$ cat src/rtl/convertidor_binario_bcd_pkg.sv
// Shared constants, FSM state encoding and range helper for the binary-to-BCD converter.
package convertidor_binario_bcd_pkg;

   localparam int ANCHO_BINARIO = 14;
   localparam int NUM_DIGITOS   = 4;
   localparam int MAX_BCD       = 9999;
   localparam int ITERACIONES   = 14;
   localparam int ANCHO_BCD     = 4 * NUM_DIGITOS;

   typedef enum logic [1:0] {
      INACTIVO = 2'd0,
      DESPLAZA = 2'd1,
      FIN      = 2'd2
   } estado_t;

   // True when the value cannot be shown on four decimal digits.
   function automatic logic excede_max(input logic [ANCHO_BINARIO-1:0] valor);
      return (valor > ANCHO_BINARIO'(MAX_BCD));
   endfunction

endpackage

$ cat src/rtl/convertidor_binario_bcd_ajuste_bcd.sv
// Double-dabble digit correction: adds 3 to a BCD digit that is 5 or more.
module ajuste_bcd (
   input  logic [3:0] digito,
   output logic [3:0] ajustado
);

   // Conditional +3 so the following left shift carries into the next digit.
   always_comb begin
      ajustado = digito;
      if (digito >= 4'd5) begin
         ajustado = digito + 4'd3;
      end else begin
         ajustado = digito;
      end
   end

endmodule

$ cat src/rtl/convertidor_binario_bcd.sv
// Sequential double-dabble converter: 14-bit binary to four BCD digits with
// fixed 15-edge latency, saturating to 9999 when the input is out of range.
module convertidor_binario_bcd
   import convertidor_binario_bcd_pkg::*;
(
   input  logic                     i_Reloj,
   input  logic                     i_Reset,
   input  logic                     i_Inicio,
   input  logic [ANCHO_BINARIO-1:0] i_Binario,
   output logic [3:0]               o_Datos_0,
   output logic [3:0]               o_Datos_1,
   output logic [3:0]               o_Datos_2,
   output logic [3:0]               o_Datos_3,
   output logic                     o_Ocupado,
   output logic                     o_Listo,
   output logic                     o_Desborde
);

   estado_t                  estado_r;
   logic [ANCHO_BINARIO-1:0] binario_r;
   logic [ANCHO_BCD-1:0]     scratch_r;
   logic [ANCHO_BCD-1:0]     ajustado_s;
   logic [3:0]               contador_r;
   logic                     desborde_pend_r;

   for (genvar g = 0; g < NUM_DIGITOS; g++) begin : g_ajuste
      ajuste_bcd u_ajuste (
         .digito   (scratch_r[4*g +: 4]),
         .ajustado (ajustado_s[4*g +: 4])
      );
   end

   // Conversion FSM; all outputs are registered here.
   always_ff @(posedge i_Reloj or negedge i_Reset) begin
      if (!i_Reset) begin
         estado_r        <= INACTIVO;
         binario_r       <= '0;
         scratch_r       <= '0;
         contador_r      <= 4'd0;
         desborde_pend_r <= 1'b0;
         o_Datos_0       <= 4'd0;
         o_Datos_1       <= 4'd0;
         o_Datos_2       <= 4'd0;
         o_Datos_3       <= 4'd0;
         o_Ocupado       <= 1'b0;
         o_Listo         <= 1'b0;
         o_Desborde      <= 1'b0;
      end else begin
         o_Listo <= 1'b0;
         case (estado_r)
            INACTIVO: begin
               if (i_Inicio) begin
                  binario_r       <= i_Binario;
                  scratch_r       <= '0;
                  contador_r      <= 4'd0;
                  desborde_pend_r <= excede_max(i_Binario);
                  estado_r        <= DESPLAZA;
                  o_Ocupado       <= 1'b1;
               end else begin
                  estado_r  <= INACTIVO;
                  o_Ocupado <= 1'b0;
               end
            end
            DESPLAZA: begin
               scratch_r  <= {ajustado_s[ANCHO_BCD-2:0], binario_r[ANCHO_BINARIO-1]};
               binario_r  <= {binario_r[ANCHO_BINARIO-2:0], 1'b0};
               contador_r <= contador_r + 4'd1;
               if (contador_r == 4'(ITERACIONES - 1)) begin
                  estado_r <= FIN;
               end else begin
                  estado_r <= DESPLAZA;
               end
            end
            FIN: begin
               // Out-of-range inputs saturate rather than show wrapped digits.
               if (desborde_pend_r) begin
                  o_Datos_0 <= 4'd9;
                  o_Datos_1 <= 4'd9;
                  o_Datos_2 <= 4'd9;
                  o_Datos_3 <= 4'd9;
               end else begin
                  o_Datos_0 <= scratch_r[3:0];
                  o_Datos_1 <= scratch_r[7:4];
                  o_Datos_2 <= scratch_r[11:8];
                  o_Datos_3 <= scratch_r[15:12];
               end
               o_Desborde <= desborde_pend_r;
               o_Listo    <= 1'b1;
               o_Ocupado  <= 1'b0;
               estado_r   <= INACTIVO;
            end
            default: begin
               estado_r  <= INACTIVO;
               o_Ocupado <= 1'b0;
            end
         endcase
      end
   end

endmodule

$ cat config.mk
export PLATFORM = sky130hd
export DESIGN_NAME = convertidor_binario_bcd
export DESIGN_NICKNAME = d
export VERILOG_FILES = /design/src/rtl/convertidor_binario_bcd_pkg.sv /design/src/rtl/convertidor_binario_bcd_ajuste_bcd.sv /design/src/rtl/convertidor_binario_bcd.sv
export SDC_FILE = /design/constraint.sdc
export NUM_CORES = 1
export LEC_CHECK = 0
export BUFFER_PORTS_ARGS = -buffer_cell sky130_fd_sc_hd__buf_4
export CAP_MARGIN = 20
export CORE_UTILIZATION = 41
export CTS_BUF_LIST = sky130_fd_sc_hd__clkbuf_16
export CTS_CLUSTER_SIZE = 8
export DETAILED_ROUTE_END_ITERATION = 8
export GPL_ROUTABILITY_DRIVEN = 1
export PLACE_DENSITY = 0.62
export SLEW_MARGIN = 15
export SYNTH_ARGS = -nofsm -noshare
export SYNTH_HDL_FRONTEND = slang
export SYNTH_HIERARCHICAL = 1
export SYNTH_SLANG_ARGS = --single-unit
$ cat constraint.sdc
create_clock -name i_Reloj -period 1.35 [get_ports i_Reloj]
set_input_delay 0.2025 -clock i_Reloj [delete_from_list [all_inputs] [get_ports i_Reloj]]
set_output_delay 0.2025 -clock i_Reloj [all_outputs]
set_load 0.05 [all_outputs]
==> results of run 1 <==
-- state kept, by name, summed over array words and instances, names as in the netlist --
register         count
desborde_pend_r      1
binario_r           14
contador_r           4
o_Desborde           1
o_Datos_2            4
scratch_r           16
estado_r             2
o_Datos_0            4
o_Listo              1
o_Ocupado            1
o_Datos_1            4
o_Datos_3            4
-- what timing repair did --
action / 4_1_cts / 5_1_grt
buffers inserted: 0 / 1
setup endpoints to repair: 7 / 25
hold buffers: 1 / 0
resized for setup: 8 / 19
gates cloned: 0 / 0
pin swaps: 7 / 7
endpoints found under the hold margin: 56 / 0
-- routing by layer --
layer	vias to the layer above	GRT usage (%)	routed length, µm
met2	42	25.44	2458
met1	1040	23.05	2854
met4	0	5.085	68
met5	-	0	0
li1	1079	-	-
met3	5	3.988	233
-- cell type report --
class,instances,share of cell area (%)
well taps,77,2.688
multi-input cells,199,38.08
clock buffers,5,3.490
flip-flops and latches,56,39.16
repair buffers,65,14.49
inverters,10,1.047
clock inverters,3,1.047
-- critical path, cell delays in order, from the launching register on --
cell      delay, ns
dfrtp_1        0.41
inv_1          0.07
ha_2           0.21
nand2b_4       0.07
a21oi_4        0.16
mux2i_1        0.09
a22o_1         0.22
-- per-stage QoR --
| step | setup WS, ns | setup TNS [ns] | cell area [µm²] |
|---|---|---|---|
| floorplan | 0.006744 | 0 | 2833 |
| global placement | 0.004790 | 0 | 3299 |
| detailed placement | -0.01486 | -0.05747 | 3299 |
| CTS | 0.003472 | 0 | 3507 |
| global route | -0.05835 | -0.2694 | 3585 |
| finish | 0.01114 | 0 | 3585 |
-- power breakdown --
part           internal, mW  switching [mW]  leakage, nW
combinational          2.24            2.30        0.887
sequential             2.33           0.659        0.730
clock                 0.864           0.587       0.0789
-- cells in the final DEF (no fill, tap or decap), types with 2 or more instances in the layout --
cell and count:
buf_4 61, ha_2 7, nand2_1 36, ha_1 2, nor2b_1 8, buf_12 2, inv_1 6, nand4_1 2
a22o_1 13, nand2b_1 12, a21oi_1 14, a22oi_1 12, xnor2_1 3, nor2_1 12, a22o_2 4, dfrtp_1 54
a21oi_4 4, nand2b_4 4, dfrtp_2 2, and2b_1 5, mux2i_1 6, o21ai_1 22, o21ai_0 17, clkbuf_16 5
clkinv_1 2, inv_2 4
-- worst max-delay path by stage --
stage                       startpoint            end  slack, ns  cells after the start
after global routing      scratch_r[4]   scratch_r[6]      -0.06                      6
after global placement    scratch_r[1]   scratch_r[2]      0.005                      6
after CTS                 scratch_r[9]  scratch_r[10]      0.003                      6
final                     scratch_r[4]   scratch_r[6]       0.01                      6
after detailed placement  scratch_r[0]   scratch_r[2]      -0.01                      5
after floorplan           scratch_r[8]  scratch_r[10]      0.007                      5
==> results.txt, run 1 <==
CTS clk-pin slew, worst paths: 0.07 ns
Antenna violation net count after detailed routing: 0
Hold WS: 0.1391 ns
Least-Margin Pin Slew: 0.5047 ns
Initial antenna violation count: 0
CTS tree: yes
H-tree depth: 2
P_leak: 1.697 nW
Fillcell total: 576
Util after Layout: 55.19%
Syn Std Cell Area: 2833 µm²
Final Non-Filler Cells: 415
Die outline width: 85.12 µm
Vias/cell: 5.219
Area of the multi-input gates: 1365 µm²
CP startpoint kind: flip-flop
Worst skew pair latency: 0.29 ns
HPWL after detailed placement: 3.685 mm
Clock Root Buffer: clkbuf_16
Vias in the first global route: 1,992
Max-Slew Margin vs Limit: 66.35%
Gr ovfl total: 0
# DRC: 0
Clock buffer depth: 2
Worst min-delay path class: in2reg
Final Net Count: 364
Final Hold Viols: 0
Setup violators final: 0
Worst-case reg-to-reg path depth: 6
Port Buf Inserts: 35
Post-Syn Instances: 283
CP Max Fanout: 4
Chip Height: 85.12 µm
Register area: 1404 µm²
Max-Cap Viols: 0
Hold Path Depth: 2
Placer congestion estimate: 0.7694
VDD IR max: 0.001100 V
IO Pins: 36
Routed WL: 5.615 mm
ANT cells: 0
Largest net degree at the start of global routing: 57
Status: finished, final reports clean
Crit path kind: reg2reg
Setup crit end kind: flip-flop
Synthesized Nets: 310
Drt wl/cell: 13.53 µm
First DRT Iteration DRCs: 78
Skew final: 0.008439 ns
YS warnings: 6
Area grow syn2layout: 26.55%
Max Slew Vio Count: 0
Final Cycle Share: 99.17%
Vias: 2,166
WP data arrival: 1.53 ns
Max Clk Rate: 746.9 MHz
RSZ-0062 raised after global routing: true
Area of the die: 7245 µm²
Avg Cell Area, Syn: 10.01 µm²
GRT Total Usage: 16.50%
Initial core utilization: 43.61%
WHS Endpoint: binario_r[0]
Pre-antenna DRT Iters: 4
Share of layout cells above drive strength 1: 30.77%
Clock Sinks: 56
Period minus WS final: 1.339 ns
Number of instances in the placed design: 405
Min-delay src: i_Binario[0]
Power per standard cell area: 2507 nW/µm²
Core Rows: 29
Reg2reg end: scratch_r[6]
Final Power: 8.986 mW
Required time of the critical path: 1.54 ns
Global-route wire length before repair: 9.439 mm
Reg2Reg Setup Slack: 0.01 ns
Core ar.: 6495 µm²
Total CTS buffers: 5
Worst reg2reg startpoint: scratch_r[4]
Note: power is estimated with default switching activity, not from simulation.
==> run 2, diff against run 1 <==
--- a/config.mk
+++ b/config.mk
@@ -5,6 +5,7 @@
 export SDC_FILE = /design/constraint.sdc
 export NUM_CORES = 1
 export LEC_CHECK = 0
+export ABC_AREA = 1
 export BUFFER_PORTS_ARGS = -buffer_cell sky130_fd_sc_hd__buf_4
 export CAP_MARGIN = 20
 export CORE_UTILIZATION = 41
==> results.txt, run 2 <==
Status: finished, violations left
Failing checks: DRC
WP data arrival: 1.49 ns (-0.04 ns)
Hold WS: 0.1178 ns (-0.02134 ns)
Setup violators final: 0 (unchanged)
First DRT Iteration DRCs: 124 (+59%)
VDD IR max: 0.001074 V (-2.4%)
GRT Total Usage: 17.87% (+1.4 points)
Initial core utilization: 43.30% (-0.32 points)
IO Pins: 36 (unchanged)
Vias in the first global route: 2,264 (+14%)
Setup crit end kind: flip-flop
Crit path kind: reg2reg
# DRC: 2 (+2)
Largest net degree at the start of global routing: 28 (-51%)
Clock Sinks: 56 (unchanged)
Max-Slew Margin vs Limit: 76.08% (+9.7 points)
Final Net Count: 416 (+14%)
Gr ovfl total: 0 (unchanged)
Reg2reg end: scratch_r[2]
Drt wl/cell: 12.94 µm (-4.3%)
YS warnings: 6 (unchanged)
Final Hold Viols: 0 (unchanged)
CP startpoint kind: flip-flop
CP Max Fanout: 4 (unchanged)
Fin area: 3487 µm² (-2.7%)
HPWL after detailed placement: 4.140 mm (+12%)
Reg2Reg Setup Slack: 0.08 ns (+0.07 ns)
Final Cycle Share: 94.33% (-4.8 points)
CTS clk-pin slew, worst paths: 0.07 ns (about the same)
Max-Cap Viols: 0 (unchanged)
Post-Syn Instances: 334 (+18%)
Global-route wire length before repair: 10.31 mm (+9.2%)
Vias/cell: 4.942 (-5.3%)
Clock buffer depth: 2 (unchanged)
Core Rows: 29 (unchanged)
Syn Std Cell Area: 2796 µm² (-1.3%)
Initial antenna violation count: 0 (unchanged)
P_leak: 1.725 nW (+1.7%)
Total CTS buffers: 5 (unchanged)
CTS tree: yes
RSZ-0062 raised after global routing: true
Largest reg by FF count: scratch_r
Setup slack after placement: 0.01519 ns (+0.03005 ns)
Synthesized Nets: 361 (+16%)
Max Clk Rate: 785.2 MHz (+5.1%)
Placed instance area: 3214 µm² (-2.6%)
Number of flip-flops in the largest register: 16 (unchanged)
ANT cells: 0 (unchanged)
Antenna violation net count after detailed routing: 0 (unchanged)
Worst min-delay path class: in2reg
Port Buf Inserts: 35 (unchanged)
Worst reg2reg startpoint: scratch_r[0]
H-tree depth: 2 (unchanged)
Min-delay src: i_Binario[3]
Final Power: 8.498 mW (-5.4%)
WHS Endpoint: binario_r[3]
Hold Path Depth: 3 (+1)
Pre-antenna DRT Iters: 7 (+3)
Commonest non-fill, non-tap cell in the layout: nand2_1
Skew final: 0.005837 ns (-0.002602 ns)
Final WS setup: 0.07648 ns (+0.06534 ns)
Required time of the critical path: 1.56 ns (+0.02 ns)
Chip Height: 84.59 µm (-0.63%)
Least-Margin Pin Slew: 0.3588 ns (-0.1459 ns)
Core ar.: 6459 µm² (-0.56%)
Regs by FF count: scratch_r: 16 flops, binario_r: 14 flops
Worst-case reg-to-reg path depth: 8 (+2)
Area grow syn2layout: 24.70%
Power per standard cell area: 2437 nW/µm² (-2.8%)
Period minus WS final: 1.274 ns (-0.06534 ns)
Max Slew Vio Count: 0 (unchanged)
Area of the die: 7155 µm² (-1.3%)
Worst skew pair latency: 0.29 ns (about the same)
Placer congestion estimate: 0.8591 (+12%)
Avg Cell Area, Syn: 8.373 µm² (-16%)
Final setup TNS: 0 ns (unchanged)
Clock Root Buffer: clkbuf_16
Most frequent cells in the layout: nand2_1, dfrtp_1, buf_4
Routed WL: 6.045 mm (+7.7%)
Vias: 2,308 (+6.6%)
Die outline width: 84.59 µm (-0.63%)
Fillcell total: 616 (+6.9%)
Share of layout cells above drive strength 1: 28.21% (-2.6 points)
-- run 2: cell types whose count changed in the layout (fill, tap and decap cells not counted), moves of 8 or more --
cell and change:
nand2_1 +45, nand3_1 +27, inv_1 +24, nor2_1 +19, a22o_1 -13, a22oi_1 -12, nand2b_1 -12, nand2_2 +11
inv_2 +9, o21ai_1 -9, buf_4 -8, nor2_4 +8, nor2b_1 -8
-- run 2: worst max-delay path by stage --
stage                  from             to  depth (start not counted)
2_1_floorplan  scratch_r[8]  scratch_r[10]                          8
3_3_place_gp   scratch_r[8]   scratch_r[9]                          7
3_5_place_dp   scratch_r[8]   scratch_r[9]                          7
4_1_cts        scratch_r[8]   scratch_r[9]                          7
5_1_grt        scratch_r[0]   scratch_r[1]                          8
6_report       scratch_r[0]   scratch_r[2]                          8
-- run 2: metal layers --
layer,vias to the layer above,routed length (µm),global-route usage (%)
met5,-,0,0
met4,0,34,4.622
met2,51,2957,30.89
met3,4,211,3.147
met1,1083,2841,23.25
li1,1170,-,-
-- run 2: worst max-delay path, cell delays in order (launching register included) --
cell     delay (ns)
dfrtp_1        0.42
inv_1          0.12
ha_2           0.22
nor2_4         0.05
nor2_4         0.14
nand2_1        0.08
o21ai_2        0.05
nand2_1        0.06
o21ai_0        0.06
-- run 2: final cells by class --
type,count,area (µm²),area share (%)
Tap cell,77,96.34,2.763
Multi-Input combinational cell,226,1192,34.19
Timing Repair Buffer,57,467.9,13.42
Clock inverter,3,42.54,1.220
Inverter,43,161.4,4.629
Clock buffer,5,125.1,3.588
Sequential cell,56,1401,40.19
-- run 2: timing repair --
| action | 4_1_cts | 5_1_grt |
|---|---|---|
| hold endpoints to repair | 25 | 0 |
| pin swaps | 1 | 6 |
| endpoints found under the setup margin | 1 | 11 |
| setup buffers | 0 | 7 |
| gates cloned | 0 | 0 |
| gates resized for setup | 1 | 18 |
| hold buffers | 1 | 0 |
-- run 2: metrics by stage --
stage                     util, %  instances
after floorplan                 -        334
after global placement      49.77        451
after detailed placement    49.77        451
after CTS                   52.56        460
after global routing        53.99        467
final                       53.99        467
-- run 2: report_power, final --
part | internal [mW] | switching, mW
registers | 2.33 | 0.493
logic | 1.66 | 2.54
clock network | 0.873 | 0.601
total | 4.86 | 3.64
